**config.mk**
```make
export PLATFORM = sky130hd
export DESIGN_NAME = valid_ready_bus_system
export DESIGN_NICKNAME = d
export VERILOG_FILES = /design/src/rtl/valid_ready_bus_system.sv
export SDC_FILE = /design/constraint.sdc
export NUM_CORES = 1
export LEC_CHECK = 0
export CAP_MARGIN = 20
export CORE_ASPECT_RATIO = 1.1
export CORE_MARGIN = 5
export CORE_UTILIZATION = 52
export CTS_BUF_LIST = sky130_fd_sc_hd__clkbuf_16
export CTS_CLUSTER_SIZE = 24
export DETAILED_ROUTE_END_ITERATION = 7
export PLACE_DENSITY_LB_ADDON = 0.15
export SLEW_MARGIN = 40
export SYNTH_ARGS = -nofsm -noshare
export SYNTH_HDL_FRONTEND = slang
export SYNTH_SLANG_ARGS = --single-unit
```
**constraint.sdc**
```tcl
create_clock -name clk -period 2.6 [get_ports clk]
set_input_delay 0.26 -clock clk [delete_from_list [all_inputs] [get_ports clk]]
set_output_delay 0.26 -clock clk [all_outputs]
set_load 0.005 [all_outputs]
```
**src/rtl/valid_ready_bus_system.sv**
```systemverilog
// Valid/ready streaming chain: counting master -> two-entry skid-buffer bus slice -> counting slave.
// Optional build macro SEQ_CHECK_EN adds the slave's sticky sequence-mismatch check on rx_error.
module valid_ready_bus_system #(
    parameter int unsigned DATA_W = 24,
    parameter int unsigned CNT_W  = 16
) (
    input  logic              clk,
    input  logic              RSTn,
    input  logic              master_en,
    input  logic              receive_en,
    output logic              master_valid,
    output logic [DATA_W-1:0] master_data,
    output logic              bus_ready,
    output logic              bus_valid,
    output logic [DATA_W-1:0] bus_data,
    output logic              slave_ready,
    output logic [CNT_W-1:0]  rx_count,
    output logic [DATA_W-1:0] rx_last_data,
    output logic              rx_error
);

    logic              mvalid_q, mvalid_d;
    logic [DATA_W-1:0] mdata_q, mdata_d;
    logic [DATA_W-1:0] next_q, next_d;
    logic              bvalid_q, bvalid_d;
    logic [DATA_W-1:0] bdata_q, bdata_d;
    logic              skid_valid_q, skid_valid_d;
    logic [DATA_W-1:0] skid_data_q, skid_data_d;
    logic              bready_q, bready_d;
    logic              sready_q, sready_d;
    logic [CNT_W-1:0]  cnt_q, cnt_d;
    logic [DATA_W-1:0] last_q, last_d;
    logic              m_hs, s_hs;

    assign m_hs = mvalid_q && bready_q;
    assign s_hs = bvalid_q && sready_q;

    // Master: a valid word is held until accepted; a new word is loaded whenever enabled and free.
    always_comb begin
        mvalid_d = mvalid_q;
        mdata_d  = mdata_q;
        next_d   = next_q;
        if (master_en && (!mvalid_q || m_hs)) begin
            mvalid_d = 1'b1;
            mdata_d  = next_q;
            next_d   = next_q + DATA_W'(1);
        end else if (m_hs) begin
            mvalid_d = 1'b0;
        end
    end

    // Bus slice: output register first, skid catches the word accepted while the output stalls.
    always_comb begin
        bvalid_d     = bvalid_q;
        bdata_d      = bdata_q;
        skid_valid_d = skid_valid_q;
        skid_data_d  = skid_data_q;
        if (s_hs) begin
            if (skid_valid_q) begin
                bdata_d      = skid_data_q;
                skid_valid_d = 1'b0;
            end else begin
                bvalid_d = 1'b0;
            end
        end
        if (m_hs) begin
            if (!bvalid_q || (s_hs && !skid_valid_q)) begin
                bvalid_d = 1'b1;
                bdata_d  = mdata_q;
            end else begin
                skid_valid_d = 1'b1;
                skid_data_d  = mdata_q;
            end
        end
        bready_d = !skid_valid_d;
    end

    // Slave: ready follows receive_en one cycle late; count and remember accepted words.
    always_comb begin
        sready_d = receive_en;
        cnt_d    = cnt_q;
        last_d   = last_q;
        if (s_hs) begin
            cnt_d  = cnt_q + CNT_W'(1);
            last_d = bdata_q;
        end
    end

    always_ff @(posedge clk) begin
        if (RSTn) begin
            mvalid_q     <= 1'b0;
            mdata_q      <= '0;
            next_q       <= '0;
            bvalid_q     <= 1'b0;
            bdata_q      <= '0;
            skid_valid_q <= 1'b0;
            skid_data_q  <= '0;
            bready_q     <= 1'b0;
            sready_q     <= 1'b0;
            cnt_q        <= '0;
            last_q       <= '0;
        end else begin
            mvalid_q     <= mvalid_d;
            mdata_q      <= mdata_d;
            next_q       <= next_d;
            bvalid_q     <= bvalid_d;
            bdata_q      <= bdata_d;
            skid_valid_q <= skid_valid_d;
            skid_data_q  <= skid_data_d;
            bready_q     <= bready_d;
            sready_q     <= sready_d;
            cnt_q        <= cnt_d;
            last_q       <= last_d;
        end
    end

`ifdef SEQ_CHECK_EN
    logic [DATA_W-1:0] exp_q, exp_d;
    logic              err_q, err_d;

    // Sequence check resynchronises on the received word so one glitch flags once.
    always_comb begin
        exp_d = exp_q;
        err_d = err_q;
        if (s_hs) begin
            if (bdata_q != exp_q) err_d = 1'b1;
            exp_d = bdata_q + DATA_W'(1);
        end
    end

    always_ff @(posedge clk) begin
        if (RSTn) begin
            exp_q <= '0;
            err_q <= 1'b0;
        end else begin
            exp_q <= exp_d;
            err_q <= err_d;
        end
    end

    assign rx_error = err_q;
`else
    assign rx_error = 1'b0;
`endif

    assign master_valid = mvalid_q;
    assign master_data  = mdata_q;
    assign bus_ready    = bready_q;
    assign bus_valid    = bvalid_q;
    assign bus_data     = bdata_q;
    assign slave_ready  = sready_q;
    assign rx_count     = cnt_q;
    assign rx_last_data = last_q;

endmodule

```
==> impl_metrics.env, run 1 <==
export IMPL_cts_hold_fix_buffers=0
export IMPL_switching_power_mw=1.024
export IMPL_seqPwrFrac_pct=46.4
export IMPL_crit_start="next_q[0]"
export IMPL_gp_congestion=0.8357
export IMPL_mostFrequentLayoutCells="nand2_1, dfxtp_1, clkdlybuf4s50_1, a21oi_1, nor2_1"
export IMPL_ports=97
export IMPL_p_leak_nw=2.335
export IMPL_grtUsageTotal_pct=21.94
export IMPL_die_w_um=108.9
export IMPL_fillers=894
export IMPL_cts_buffer_depth=2
export IMPL_post_cts_setup_buffer_count=0
export IMPL_clkLatencyLatePin_ns=0.41
export IMPL_cts_sink_count=141
export IMPL_synth_cell_area_um2=5592
export IMPL_clkPwrFrac_pct=49.3
export IMPL_row_count=39
export IMPL_setup_worst_path_start_class="register"
export IMPL_number_of_maximum_capacitance_violations=0
export IMPL_post_cts_resized=0
export IMPL_synth_flop_cell="dfxtp_1"
export IMPL_synth_seq_area_share_pct=50.48
export IMPL_cts_root_buf="clkbuf_16"
export IMPL_power_density_nw_per_um2=665.7
export IMPL_die_height_um=118.8
export IMPL_length_of_the_first_detailed_routing_pass_in_iterations=7
export IMPL_design_die_area_um2=12930
export IMPL_final_setup_viols=0
export IMPL_mappedNetlistNets=704
export IMPL_hold_viol=0
export IMPL_slowest_delay_ns=0.58
export IMPL_ys_async_sr_fraction_pct=0
export IMPL_critPathMaxFanout=13
export IMPL_grt_start_max_net_pins=61
export IMPL_syn_area_per_cell_um2=8.011
export IMPL_period_share_pct=81.23
export IMPL_detail_route_iter0_violations=290
export IMPL_synth_cell_types=35
export IMPL_grt_pass1_wl_mm=23.00
export IMPL_slowest_stage="or3_1"
export IMPL_fraction_of_layout_instances_using_a_drive_strength_above_1_pct=6.769
export IMPL_worstMarginPinSlew_ns=0.7061
export IMPL_hpwl_mm=9.278
export IMPL_total_power_mw=4.791
export IMPL_worst_relative_slew_slack_pct=52.49
export IMPL_tritoncts_clock_tree="done"
export IMPL_route_final_wire_length_mm=13.89
export IMPL_drc_errors=0
export IMPL_cp_data_arrival_time_ns=2.41
export IMPL_layout_area_overhead_vs_synth_pct=28.71
export IMPL_yosysWarnings=0
export IMPL_fraction_of_power_spent_switching_nets_pct=21.37
export IMPL_layout_cell_area_non_filler_um2=7197
export IMPL_postRouteAntennaNets=0
export IMPL_timing_setup_tns_ns=0
export IMPL_final_cells=926
export IMPL_cp_buffers_inverters=1
export IMPL_dp_cells=895
export IMPL_synth_edf_count=0
export IMPL_crit_chain="ha_1 > inv_1 > or3_1 > nor4_1 > mux2_2"
export IMPL_timing_rr_start="next_q[0]"
export IMPL_post_synth_inst_count=698
export IMPL_dpl_cell_area_um2=6615
export IMPL_critPathRequiredTime_ns=2.90
export IMPL_pwr_share_comb_pct=4.3
export IMPL_timing_critical_path_to_type="register"
export IMPL_avgRoutedWirePerCell_um=15.00
export IMPL_grt_overflow=0
export IMPL_via_count=5145
export IMPL_placeableCoreArea_um2=10440
export IMPL_htree_levels=4
export IMPL_fin_nets=777
export IMPL_clk_pin_slew_worst_paths_ns=0.06
export IMPL_first_global_vias=4736
export IMPL_antenna_found_initial=0
export IMPL_clock_fmax_mhz=473.5
export IMPL_layout_commonest_cell="nand2_1"
export IMPL_timing_worst_setup_path_type="register to register"
export IMPL_vias_per_cell=5.556
export IMPL_cts_made_buffers=17
export IMPL_cellInternalPower_mw=3.767
export IMPL_hold_path_startpoint="RSTn"
export IMPL_initial_utilization_pct=53.55
export IMPL_final_seq_area_um2=2823
export IMPL_timing_final_max_slew_violations=0
export IMPL_postSynthRegisterBits=141
export IMPL_grt_setup_unrepaired="false"
export IMPL_timing_clock_skew_ns=0.004726
export IMPL_worst_path_dominant_cell_family="simple AND/OR/NAND/NOR gates"
export IMPL_hold_path_class="input pin to register"
export IMPL_run_status="completed"
export IMPL_place_port_buffers=95
export IMPL_ir_drop_mv=0.4425
export IMPL_final_min_clock_period_ns=2.112
export IMPL_diodes=0
export IMPL_multiInputGateArea_um2=2541
==> worst paths after layout <==
kind / endpoint / slack [ns] / depth (start not counted)
worst max-delay path: next_q[20] / 0.49 / 5
worst max register to register: next_q[20] / 0.49 / 5
worst min register to register: rx_last_data[18] / 0.45 / 2
worst min-delay path: rx_count[7] / 0.35 / 2
==> Yosys cell counts (all sizes together), types with 3 or more instances <==
cell	instances	share of area, %
or3	6	0.76
o31ai	9	1.2
clkbuf	46	3.1
xnor2	14	2.2
nor2b	9	1.0
a21oi	92	8.2
nand3	37	3.3
o21ai	4	0.36
or4	10	1.3
inv	9	0.60
a31o	3	0.47
and4	3	0.47
xor2	3	0.47
buf	6	0.65
nand4	10	1.1
nor2	51	3.4
dfxtp	141	50
nor3	6	0.54
nand2	187	13
nor4	10	1.1
mux2	4	0.81
a311oi	24	3.8
==> state kept, by name, indices dropped and copies added, names as in the netlist <==
| register | flops |
|---|---|
| bus_data | 24 |
| bus_ready | 1 |
| bus_valid | 1 |
| master_data | 24 |
| master_valid | 1 |
| next_q | 24 |
| rx_count | 16 |
| rx_last_data | 24 |
| skid_data_q | 24 |
| skid_valid_q | 1 |
| slave_ready | 1 |
==> area by class of cell <==
| type | instances | share of cell area [%] |
|---|---|---|
| Sequential cell | 141 | 39.22 |
| Timing Repair Buffer | 106 | 14.50 |
| Clock buffer | 17 | 5.911 |
| Inverter | 9 | 0.4694 |
| Multi-Input combinational cell | 496 | 35.31 |
| Tap cell | 143 | 2.486 |
| Clock inverter | 14 | 2.104 |
==> power groups by stage <==
stage | Sequential (mW) | Combinational, mW | Clock (mW)
3_5_place_dp | 2.27 | 0.206 | 0
4_1_cts | 2.22 | 0.207 | 2.39
2_1_floorplan | 2.27 | 0.114 | 0
6_report | 2.22 | 0.207 | 2.36
5_1_grt | 2.23 | 0.227 | 2.51
3_3_place_gp | 2.27 | 0.200 | 0
==> routing by layer <==
layer	global-route usage (%)	vias to the layer above	wire length, um
li1	-	2542	-
met1	29.44	2431	6325
met2	34.79	155	6723
met3	4.962	17	650
met4	7.261	0	192
met5	0	-	0
==> cells by family after synthesis <==
kind of cell	Yosys count	share of synthesized area (%)
simple gates	337	26.72
flops	141	50.48
compound gates	135	14.48
buf+inv	61	4.341
xor+xnor	17	2.663
mux	4	0.8055
fa+ha+maj	2	0.4475
other cells	1	0.06706
==> metrics by stage <==
step / worst slack, ns / utilization (%) / hold slack, ns
6_report: 0.4880 / 68.92 / 0.3528
5_1_grt: 0.4162 / 68.92 / 0.3652
4_1_cts: 0.5070 / 68.87 / 0.3361
3_5_place_dp: 0.2123 / 63.35 / 0.4470
3_3_place_gp: 0.2808 / 63.35 / 0.4413
2_1_floorplan: 0.6797 / - / 0.3807
No activity file was read; power rests on OpenSTA's default activity.
==> run 2: changes to the inputs <==
- clock period: 2.6 -> 2.1 ns (I/O delays scaled with it)
==> run 2 against run 1 <==
  * Register-to-register slack got worse by 0.28 ns
  * Critical path depth fell by 1
  * Utilization rose by 1.6 points
  * Global-route usage rose by 0.77 points
  * Via count rose by 2.7%
  * Worst setup slack got worse by 0.28 ns
  * Fmax grew 11%
  * Combinational power grew 31%
  * Design area grew 2.3%
  * First-iteration DRC count increased by 3.1%
  * Die area did not move
  * Non-clock buffer count increased by 12
==> impl_metrics.env, run 2 (same netlist as run 1, synthesis figures left out) <==
export IMPL_design_die_area_um2=12930
export IMPL_p_leak_nw=2.421
export IMPL_slowest_delay_ns=0.53
export IMPL_period_share_pct=90.25
export IMPL_die_w_um=108.9
export IMPL_cp_data_arrival_time_ns=2.20
export IMPL_crit_chain="nor2b_1 > or3_4 > or4_1 > mux2_1"
export IMPL_hold_path_startpoint="RSTn"
export IMPL_r2r_slack_ns=0.20
export IMPL_mostFrequentLayoutCells="nand2_1, dfxtp_1, clkdlybuf4s50_1, a21oi_1, nor2_1"
export IMPL_switching_power_mw=1.288
export IMPL_grt_overflow=0
export IMPL_critPathMaxFanout=5
export IMPL_number_of_maximum_capacitance_violations=0
export IMPL_fraction_of_layout_instances_using_a_drive_strength_above_1_pct=7.915
export IMPL_run_status="completed"
export IMPL_drc_errors=0
export IMPL_ports=97
export IMPL_htree_levels=4
export IMPL_timing_final_max_slew_violations=0
export IMPL_layout_commonest_cell="nand2_1"
export IMPL_antenna_found_initial=0
export IMPL_cts_made_buffers=17
export IMPL_power_density_nw_per_um2=858.9
export IMPL_place_port_buffers=95
export IMPL_avgRoutedWirePerCell_um=15.34
export IMPL_timing_critical_path_to_type="register"
export IMPL_depth_of_the_worst_register_to_register_path=4
export IMPL_fin_nets=789
export IMPL_timing_clock_skew_ns=0.007272
export IMPL_final_min_clock_period_ns=1.895
export IMPL_final_setup_viols=0
export IMPL_min_delay_worst_endpoint="rx_count[0]"
export IMPL_tritoncts_clock_tree="done"
export IMPL_postRouteAntennaNets=0
export IMPL_diodes=0
export IMPL_fraction_of_power_spent_switching_nets_pct=20.36
export IMPL_timing_hold_worst_path_depth=2
export IMPL_worst_relative_slew_slack_pct=62.52
export IMPL_cts_sink_count=141
export IMPL_clk_pin_slew_worst_paths_ns=0.06
export IMPL_first_global_vias=4876
export IMPL_crit_start="master_valid"
export IMPL_grt_pass1_wl_mm=23.78
export IMPL_ir_drop_mv=0.5567
export IMPL_timing_rr_start="master_valid"
export IMPL_crit_reg2reg_capture="next_q[23]"
export IMPL_layout_area_overhead_vs_synth_pct=31.64
export IMPL_cts_hold_fix_buffers=0
export IMPL_vias_per_cell=5.626
export IMPL_layout_cell_area_non_filler_um2=7361
export IMPL_cellInternalPower_mw=5.035
export IMPL_hold_viol=0
export IMPL_pwr_share_comb_pct=4.3
export IMPL_row_count=39
export IMPL_cts_buffer_depth=2
export IMPL_length_of_the_first_detailed_routing_pass_in_iterations=5
export IMPL_critPathRequiredTime_ns=2.40
export IMPL_post_cts_setup_buffer_count=0
export IMPL_setup_worst_path_start_class="register"
export IMPL_clkLatencyLatePin_ns=0.42
export IMPL_dpl_cell_area_um2=6705
export IMPL_placeableCoreArea_um2=10440
export IMPL_clkPwrFrac_pct=52.1
export IMPL_seqPwrFrac_pct=43.6
export IMPL_detail_route_iter0_violations=299
export IMPL_route_final_wire_length_mm=14.41
export IMPL_worstMarginPinSlew_ns=0.5571
export IMPL_slowest_stage="or4_1"
export IMPL_hold_path_class="input pin to register"
export IMPL_grtUsageTotal_pct=22.71
export IMPL_clock_fmax_mhz=527.7
export IMPL_initial_utilization_pct=53.55
export IMPL_post_route_util_pct=70.49
export IMPL_hpwl_mm=9.595
export IMPL_worst_path_dominant_cell_family="simple AND/OR/NAND/NOR gates"
export IMPL_grt_setup_unrepaired="false"
export IMPL_die_height_um=118.8
export IMPL_via_count=5283
export IMPL_timing_worst_setup_path_type="register to register"
export IMPL_cts_root_buf="clkbuf_16"
export IMPL_grt_start_max_net_pins=57
export IMPL_gp_congestion=0.8492
export IMPL_cp_buffers_inverters=0
-- run 2: changes by cell type in the layout (fill, tap and decap cells not counted), sizes merged --
cell and change:
clkinv -1, buf +12, bufinv +3, inv -1
-- run 2: final cells by class --
| type | instances | area, um2 |
|---|---|---|
| Fill cell | 855 | 3082 |
| Sequential cell | 141 | 2823 |
| Multi-Input combinational cell | 496 | 2541 |
| Timing Repair Buffer | 118 | 1134 |
| Clock buffer | 17 | 425.4 |
| Clock inverter | 15 | 225.2 |
| Tap cell | 143 | 178.9 |
| Inverter | 9 | 33.78 |
-- run 2: power groups by stage --
stage               Sequential [mW]  Clock [mW]  Combinational, mW
finish                         2.75        3.30              0.272
global route                   2.76        3.46              0.298
CTS                            2.75        3.33              0.272
detailed placement             2.81           0              0.270
global placement               2.81           0              0.261
floorplan                      2.81           0              0.142
-- run 2: worst max path at each step --
| stage | depth (start not counted) | end | slack (ns) |
|---|---|---|---|
| finish | 4 | next_q[23] | 0.20 |
| global route | 5 | next_q[20] | 0.11 |
| CTS | 5 | next_q[20] | 0.09 |
| detailed placement | 6 | next_q[19] | -0.05 |
| global placement | 5 | next_q[23] | -0.02 |
| floorplan | 6 | next_q[20] | 0.18 |
-- run 2: stage by stage --
step / total power [mW] / cells / TNS [ns] / worst slack [ns] / hold slack [ns]
floorplan: 2.948 / 698 / 0 / 0.1797 / 0.3307
global placement: 3.069 / 907 / -0.02343 / -0.01926 / 0.4415
detailed placement: 3.081 / 907 / -0.1099 / -0.05388 / 0.4464
CTS: 6.357 / 939 / 0 / 0.09202 / 0.2331
global route: 6.521 / 939 / 0 / 0.1084 / 0.2593
finish: 6.322 / 939 / 0 / 0.2048 / 0.2443
-- run 2: timing repair --
action / in CTS / in global routing
gates resized for setup: 0 / 1
setup endpoints to repair: 0 / 2
hold endpoints to repair: 0 / 0
-- run 2: metal layers --
layer | GRT usage, % | vias up | share of wire, %
met3 | 4.907 | 19 | 6.5
met4 | 7.893 | 0 | 1.5
met5 | 0 | - | 0
li1 | - | 2569 | -
met2 | 37.44 | 191 | 49
met1 | 29.18 | 2504 | 43
